==> config.mk <==
export PLATFORM = sky130hd
export DESIGN_NAME = mult_arbiter
export DESIGN_NICKNAME = d
export VERILOG_FILES = /design/src/rtl/mult_pkg.sv /design/src/rtl/mult_rr_arbiter.sv /design/src/rtl/mult_arbiter.sv
export SDC_FILE = /design/constraint.sdc
export NUM_CORES = 1
export LEC_CHECK = 0
export CAP_MARGIN = 15
export CORE_UTILIZATION = 39
export DETAILED_ROUTE_END_ITERATION = 10
export GPL_ROUTABILITY_DRIVEN = 0
export PLACE_DENSITY = 0.83
export SYNTH_ARGS = -nofsm -noshare
export SYNTH_HDL_FRONTEND = slang
export SYNTH_HIERARCHICAL = 1
export SYNTH_SLANG_ARGS = --single-unit
==> constraint.sdc <==
create_clock -name clock -period 1.6 [get_ports clock]
set_clock_uncertainty 0.1 [all_clocks]
set_input_delay 0.32 -clock clock [delete_from_list [all_inputs] [get_ports clock]]
set_output_delay 0.32 -clock clock [all_outputs]
set_load 0.005 [all_outputs]
==> src/rtl/mult_pkg.sv <==
// rtl/mult_pkg.sv - shared state and requester-id types for the multiplier arbiter
package mult_pkg;

    typedef enum logic [2:0] {
        ST_SYNC,
        ST_IDLE,
        ST_LAUNCH,
        ST_WAIT,
        ST_DONE
    } state_t;

    typedef logic req_id_t;

    localparam req_id_t REQ_ID_0 = 1'b0;
    localparam req_id_t REQ_ID_1 = 1'b1;

endpackage

==> src/rtl/mult_rr_arbiter.sv <==
// rtl/mult_rr_arbiter.sv - combinational two-way round-robin pick
module mult_rr_arbiter
    import mult_pkg::*;
(
    input  logic    req0,
    input  logic    req1,
    input  req_id_t last_served,
    output logic    grant_valid,
    output req_id_t grant_id
);

    // On a tie the requester that was not served last wins.
    always_comb begin
        grant_valid = req0 | req1;
        grant_id    = REQ_ID_0;
        if (req0 && req1) begin
            grant_id = (last_served == REQ_ID_0) ? REQ_ID_1 : REQ_ID_0;
        end else if (req1) begin
            grant_id = REQ_ID_1;
        end
    end

endmodule

==> src/rtl/mult_arbiter.sv <==
// rtl/mult_arbiter.sv - two-requester arbiter in front of a shared shift-add multiplier
module mult_arbiter
    import mult_pkg::*;
#(
    parameter int n = 4
) (
    input  logic           clock,
    input  logic           n_reset,
    input  logic           req0,
    input  logic           req1,
    input  logic [n-1:0]   a0,
    input  logic [n-1:0]   b0,
    input  logic [n-1:0]   a1,
    input  logic [n-1:0]   b1,
    output logic [n-1:0]   mul_a,
    output logic [n-1:0]   mul_b,
    output logic           mul_start,
    input  logic           mul_ready,
    input  logic [2*n-1:0] mul_product,
    output logic [2*n-1:0] result,
    output logic           done0,
    output logic           done1,
    output logic           err,
    output logic           busy
);

    localparam int CW = $clog2(n + 5);
    localparam logic [CW-1:0] SYNC_LAST = CW'(n + 1);
    localparam logic [CW-1:0] WAIT_LAST = CW'(n + 3);

    state_t        state;
    state_t        state_nxt;
    logic [CW-1:0] cnt;
    logic [CW-1:0] cnt_nxt;
    req_id_t       owner;
    req_id_t       last_served;
    req_id_t       grant_id;
    logic          grant_valid;
    logic          take;
    logic          latch_product;
    logic          wd_expire;

    mult_rr_arbiter u_rr (
        .req0        (req0),
        .req1        (req1),
        .last_served (last_served),
        .grant_valid (grant_valid),
        .grant_id    (grant_id)
    );

    always_ff @(posedge clock or negedge n_reset) begin
        if (!n_reset) begin
            state <= ST_SYNC;
            cnt   <= '0;
        end else begin
            state <= state_nxt;
            cnt   <= cnt_nxt;
        end
    end

    // One counter serves both the post-reset drain and the WAIT watchdog.
    always_comb begin
        state_nxt     = state;
        cnt_nxt       = cnt;
        take          = 1'b0;
        latch_product = 1'b0;
        wd_expire     = 1'b0;
        case (state)
            ST_SYNC: begin
                if (cnt == SYNC_LAST) begin
                    state_nxt = ST_IDLE;
                    cnt_nxt   = '0;
                end else begin
                    cnt_nxt = cnt + CW'(1);
                end
            end
            ST_IDLE: begin
                if (grant_valid) begin
                    state_nxt = ST_LAUNCH;
                    take      = 1'b1;
                end
            end
            ST_LAUNCH: begin
                state_nxt = ST_WAIT;
                cnt_nxt   = '0;
            end
            ST_WAIT: begin
                if (mul_ready) begin
                    state_nxt     = ST_DONE;
                    latch_product = 1'b1;
                end else if (cnt == WAIT_LAST) begin
                    state_nxt = ST_DONE;
                    wd_expire = 1'b1;
                end else begin
                    cnt_nxt = cnt + CW'(1);
                end
            end
            ST_DONE: begin
                state_nxt = ST_IDLE;
            end
            default: begin
                state_nxt = ST_SYNC;
                cnt_nxt   = '0;
            end
        endcase
    end

    always_ff @(posedge clock or negedge n_reset) begin
        if (!n_reset) begin
            mul_a       <= '0;
            mul_b       <= '0;
            result      <= '0;
            err         <= 1'b0;
            owner       <= REQ_ID_0;
            last_served <= REQ_ID_1;
        end else begin
            if (take) begin
                owner <= grant_id;
                err   <= 1'b0;
                mul_a <= (grant_id == REQ_ID_1) ? a1 : a0;
                mul_b <= (grant_id == REQ_ID_1) ? b1 : b0;
            end
            if (latch_product) begin
                result <= mul_product;
            end
            if (wd_expire) begin
                err <= 1'b1;
            end
            if (state == ST_DONE) begin
                last_served <= owner;
            end
        end
    end

    assign mul_start = (state == ST_LAUNCH);
    assign done0     = (state == ST_DONE) && (owner == REQ_ID_0);
    assign done1     = (state == ST_DONE) && (owner == REQ_ID_1);
    assign busy      = (state != ST_IDLE);

endmodule

==> results of run 1 <==
==> placed cells by master (no fill, tap or decap), types with 3 or more instances in the layout <==
master | Yosys | final
mux2i_1 | 8 | 8
a21oi_1 | 12 | 12
mux2_2 | 9 | 9
clkdlybuf4s50_1 | 0 | 28
nor2_1 | 14 | 13
dfrtp_1 | 25 | 23
buf_6 | 0 | 9
clkbuf_4 | 0 | 3
buf_4 | 1 | 24
nand2_1 | 7 | 5
dlygate4sd2_1 | 0 | 17
==> repair_timing <==
action,CTS,global route
buffers inserted,6,7
setup endpoints to repair,34,26
gates resized for setup,50,14
gates cloned,0,1
pin swaps,10,11
hold buffers,0,0
==> kinds of logic after synthesis <==
| logic type | Yosys count | synth area share [%] |
|---|---|---|
| AND/OR/NAND/NOR | 40 | 17.06 |
| AO/OA/AOI/OAI | 29 | 14.15 |
| flip-flops | 26 | 50.48 |
| multiplexers | 17 | 14.05 |
| buffers and inverters | 6 | 2.325 |
| adder cells (fa/ha/maj) | 2 | 1.938 |
==> stage by stage <==
step                      total power (W)  setup WS, ps  hold slack [ps]
after CTS                        0.003267        -77.62            134.5
after floorplan                  0.001961         38.67           -75.59
after global placement           0.002813        -219.5            325.6
after global routing             0.003751        -160.0            125.3
after detailed placement         0.002922        -243.7            352.1
final                            0.003519        -110.5            135.2
==> final cells by class <==
cell class,count,area (sq um)
timing repair buffer,82,760.7
tap,44,55.05
clock buffer,4,26.28
multi-input combinational,88,676.9
sequential,26,654.4
fill,243,925.9
inverter,1,3.754
==> worst max-delay path, cell delays in order (launching register included) <==
cell and delay (ps):
dfrtp_1 440, buf_6 150, buf_6 110, or3_4 380, o32a_1 260, nor2_1 150, a211o_1 100
==> layer usage <==
| metal | GRT usage, % | part of all wire, % |
|---|---|---|
| met1 | 25.83 | 40 |
| met4 | 6.977 | 1.0 |
| met3 | 2.402 | 3.3 |
| met2 | 42.05 | 56 |
| met5 | 0 | 0 |
==> power by group through the flow <==
stage | Combinational (W) | Clock, W | Sequential [W]
3_3_place_gp | 0.00166 | 0 | 0.00116
5_1_grt | 0.00222 | 0.000329 | 0.00120
4_1_cts | 0.00180 | 0.000305 | 0.00116
2_1_floorplan | 0.000801 | 0 | 0.00116
3_5_place_dp | 0.00174 | 0 | 0.00119
6_report | 0.00206 | 0.000295 | 0.00117
==> state kept, by name, indices dropped and copies added, names as in the netlist <==
register,count
cnt,4
err,1
last_served,1
mul_a,4
mul_b,4
owner,1
result,8
state,3
==> worst paths after layout <==
check | slack (ps) | end
worst min-delay path | 140 | err
max in group asynchronous | 820 | state[1]
worst min register to register | 400 | state[1]
worst max-delay path | -110 | cnt[3]
min in group clock | 400 | state[1]
worst max register to register | -110 | cnt[3]
==> impl_metrics.yaml, run 1 <==
status:
  status: "finished, violations left"
  violations: "setup timing"
power:
  ir_drop_v: 0.0007632
  p_int_w: 0.002238
  p_seq_share_pct: 33.2
  p_sw_w: 0.001281
  power.leakage_nw: 0.9927
  pwr-share-clk_pct: 8.4
  p_per_area_mw_per_mm2: 1616
  pwr-share-comb_pct: 58.5
  switching_share_pct: 36.40
synthesis:
  yosysMostFrequentCell: "dfrtp_1"
  synth_seq_cells: 26
  synth_cells: 120
  ys_warn_count: 6
  syn_avg_cell_area_sq_um: 10.76
  ys_seq_area_share_pct: 50.48
  synth_edf_count: 0
  ys.flop_type: "dfrtp_1"
  syn_nets: 151
  netlist_area_sq_mm: 0.001291
  ys_top_cells_by_area: "dfrtp_1 (48%), mux2_2 (7.8%), mux2i_1 (6.2%)"
  synthTopCellsByCount: "dfrtp_1 (25), nor2_1 (14), a21oi_1 (12)"
  synth_area_leader_cell: "dfrtp_1"
  yosysTopAreaCellShare_pct: 48.45
  ys_async_sr_fraction_pct: 100.0
  synthDistinctLibCells: 37
place:
  dp_hpwl_um: 2591
  portBuffers: 49
  postPlaceCellArea_sq_mm: 0.001978
  place_inst: 227
sta:
  worst_pin_slew_ps: 340.0
  fin_crit_sh_pct: 106.9
  slew_viol_final: 0
  setup_slack_ps: -110.5
  maxSlewHeadroom_pct: 77.26
  setup_tns_ps: -993.6
  fin_crit_ps: 1710
  finalSetupViolations: 15
  hold_viol_final: 0
  rsz0062_at_grt: "true"
  fmax_mhz: 584.6
finish:
  finalNetCount: 233
  drive_gt1_share_pct: 34.33
  area_growth_pct: 68.60
  final_area_sq_mm: 0.002177
  fin_cells: 245
  n_antenna_cell: 0
  final_util_pct: 70.16
worst_setup_path:
  rr_worst_depth: 6
  timing.rr.start: "state[2]"
  startpoint: "state[2]"
  arrival_ps: 1890
  cp-end-kind: "flop"
  cp_max_fo: 6
  worst_ep_required_time_ps: 1780
  start_kind: "flop"
  crit_type: "reg2reg"
clocking:
  htree_levels: 1
  clock_latency_ps: 320
  numCtsBuffers: 3
  clk_path_buf_depth: 2
  clock-sinks: 26
  cts_tree: "built"
  clk_pin_slew_worst_paths_ps: 150
  cts_root_buf: "clkbuf_4"
global_route:
  grt.total_usage_pct: 22.17
  grt_pass1_vias: 1266
  grt_max_degree: 22
  grt_overflow_total: 0
  antenna_found_initial: 0
  grt_pass1_wl_um: 5844
drt:
  drt-total-wl_um: 3824
  drc: 0
  drtPass1Iterations: 4
  first_iter_violations: 47
  viasPerCell: 5.147
  wl_per_cell_um: 15.61
  ant_nets: 0
  vias: 1261
job:
  drv_cap: 0
floorplanning:
  core_sq_mm: 0.003103
  die_w_um: 59.54
  dieArea_sq_mm: 0.003545
  dieHeight_um: 59.54
  start_util_pct: 41.61
  io_pins: 50
  rows: 20
min_path:
  hold_path.class: "in2async"
Power figures use the tool's default switching activity.
==> run 2, diff against run 1 <==
- CAP_MARGIN: 15 -> 40
- GPL_TIMING_DRIVEN: not set -> 0
- TNS_END_PERCENT: not set -> 20
==> impl_metrics.yaml, run 2 (synthesized netlist as in run 1, its figures left out) <==
worst_setup_path:
  cp_common_cell: "buf_6"
  critPathSlowestCell: "dfrtp_1"
  crit_family: "flip-flops"
  arrival_ps: 1260
  timing.rr.start: "state[0]"
  max_stage_delay_ps: 420
  crit_chain: "buf_6, nor2_4, and3_4, buf_6"
  start_kind: "flop"
  path_depth: 4
  worst_ep_required_time_ps: 1180
  rr_worst_depth: 6
  cp-end-kind: "primary output"
  worstReg2RegEnd: "cnt[3]"
  cp_max_fo: 4
  worst-path-buf-inv: 2
  crit_type: "reg2out"
  regToRegSetupSlack_ps: -60
finish:
  final_area_sq_mm: 0.002007
  largest_register_ffs: 8
  n_antenna_cell: 0
  final_common_cell: "clkdlybuf4s50_1"
  area_growth_pct: 55.43
  drive_gt1_share_pct: 26.37
  finalNetCount: 214
  final_cell_mix: "clkdlybuf4s50_1 (28), dfrtp_1 (24), dlygate4sd2_1 (17), a21oi_1 (12), nor2_1 (11)"
  top_register: "result"
sta:
  finalSetupViolations: 6
  rsz0062_at_grt: "true"
  hold_viol_final: 0
  fmax_mhz: 593.7
  slew_viol_final: 0
  worst_pin_slew_ps: 653.0
  setup_slack_ps: -84.26
  fin_crit_sh_pct: 105.3
  maxSlewHeadroom_pct: 56.33
  fin_crit_ps: 1684
power:
  p_per_area_mw_per_mm2: 1598
  power.leakage_nw: 0.8919
  ir_drop_v: 0.0006724
clocking:
  cts_root_buf: "clkbuf_4"
  clk_path_buf_depth: 2
  clock_latency_ps: 320
  cts_tree: "built"
  numCtsBuffers: 3
  htree_levels: 1
  hold_buffers: 0
  clock-sinks: 26
  clk_pin_slew_worst_paths_ps: 140
floorplanning:
  die_w_um: 59.54
  dieHeight_um: 59.54
  core_sq_mm: 0.003103
  rows: 20
  start_util_pct: 41.61
  dieArea_sq_mm: 0.003545
  io_pins: 50
drt:
  wl_per_cell_um: 14.49
  ant_nets: 0
  drt-total-wl_um: 3275
  viasPerCell: 5.022
  vias: 1135
  drc: 0
  first_iter_violations: 34
  drtPass1Iterations: 4
place:
  portBuffers: 49
  postPlaceCellArea_sq_mm: 0.001852
  dp_hpwl_um: 2447
  place_ws_ps: -454.9
global_route:
  grt_pass1_vias: 1211
  grt_max_degree: 15
  grt_overflow_total: 0
  grt.total_usage_pct: 20.68
  grt_pass1_wl_um: 5430
  antenna_found_initial: 0
status:
  status: "finished, violations left"
  violations: "setup timing"
min_path:
  hold_path.class: "in2async"
job:
  drv_cap: 0
## run 2: changes by cell type in the layout (fill, tap and decap cells not counted), sizes merged
| cell | delta |
|---|---|
| clkbuf | +1 |
| buf | -20 |
## run 2: area by class of cell
| type | instances | area (sq um) |
|---|---|---|
| Clock buffer | 4 | 36.28 |
| Multi-Input combinational cell | 88 | 671.9 |
| Tap cell | 44 | 55.05 |
| Timing Repair Buffer | 58 | 540.5 |
| Fill cell | 272 | 1096 |
| Inverter | 1 | 3.754 |
| Buffer | 5 | 46.29 |
| Sequential cell | 26 | 653.1 |
## run 2: metrics by stage
| step | cells | TNS (ps) | hold WS [ps] | utilization (%) | power, W |
|---|---|---|---|---|---|
| 2_1_floorplan | 120 | 0 | -75.59 | - | 0.001961 |
| 3_3_place_gp | 213 | -11430 | 372.4 | 59.19 | 0.002634 |
| 3_5_place_dp | 214 | -7770 | 394.0 | 59.68 | 0.002723 |
| 4_1_cts | 225 | -406.0 | 278.3 | 63.55 | 0.003173 |
| 5_1_grt | 226 | -1040 | 309.7 | 64.68 | 0.003458 |
| 6_report | 226 | -275.4 | 275.7 | 64.68 | 0.003207 |
## run 2: how the worst max path moves through the flow
stage,startpoint,to,slack [ps]
floorplan,cnt[0],cnt[3],40
global placement,mul_ready,cnt[3],-370
detailed placement,req1,mul_b[3],-450
CTS,state[0],done1,-110
global route,state[0],done1,-160
finish,state[0],done1,-80
## run 2: layer usage
metal / GRT usage, % / vias to the layer above / share of wire, %
met5: 0 / - / 0
met2: 37.40 / 25 / 57
met1: 24.44 / 561 / 40
met3: 3.057 / 0 / 2.3
li1: - / 549 / -
met4: 8.306 / 0 / 0
## run 2: power by group
| group | internal [W] | leakage, nW | switching [W] |
|---|---|---|---|
| registers | 0.000966 | 0.309 | 0.000195 |
| clock network | 0.000139 | 0.0210 | 0.000196 |
| logic | 0.000946 | 0.562 | 0.000765 |
## run 2: repair_timing
| action | in CTS | in global routing |
|---|---|---|
| resized for setup | 55 | 6 |
| hold endpoints to repair | 0 | 0 |
| pin swaps | 9 | 7 |
| buffers inserted | 7 | 1 |
| setup endpoints to repair | 40 | 22 |
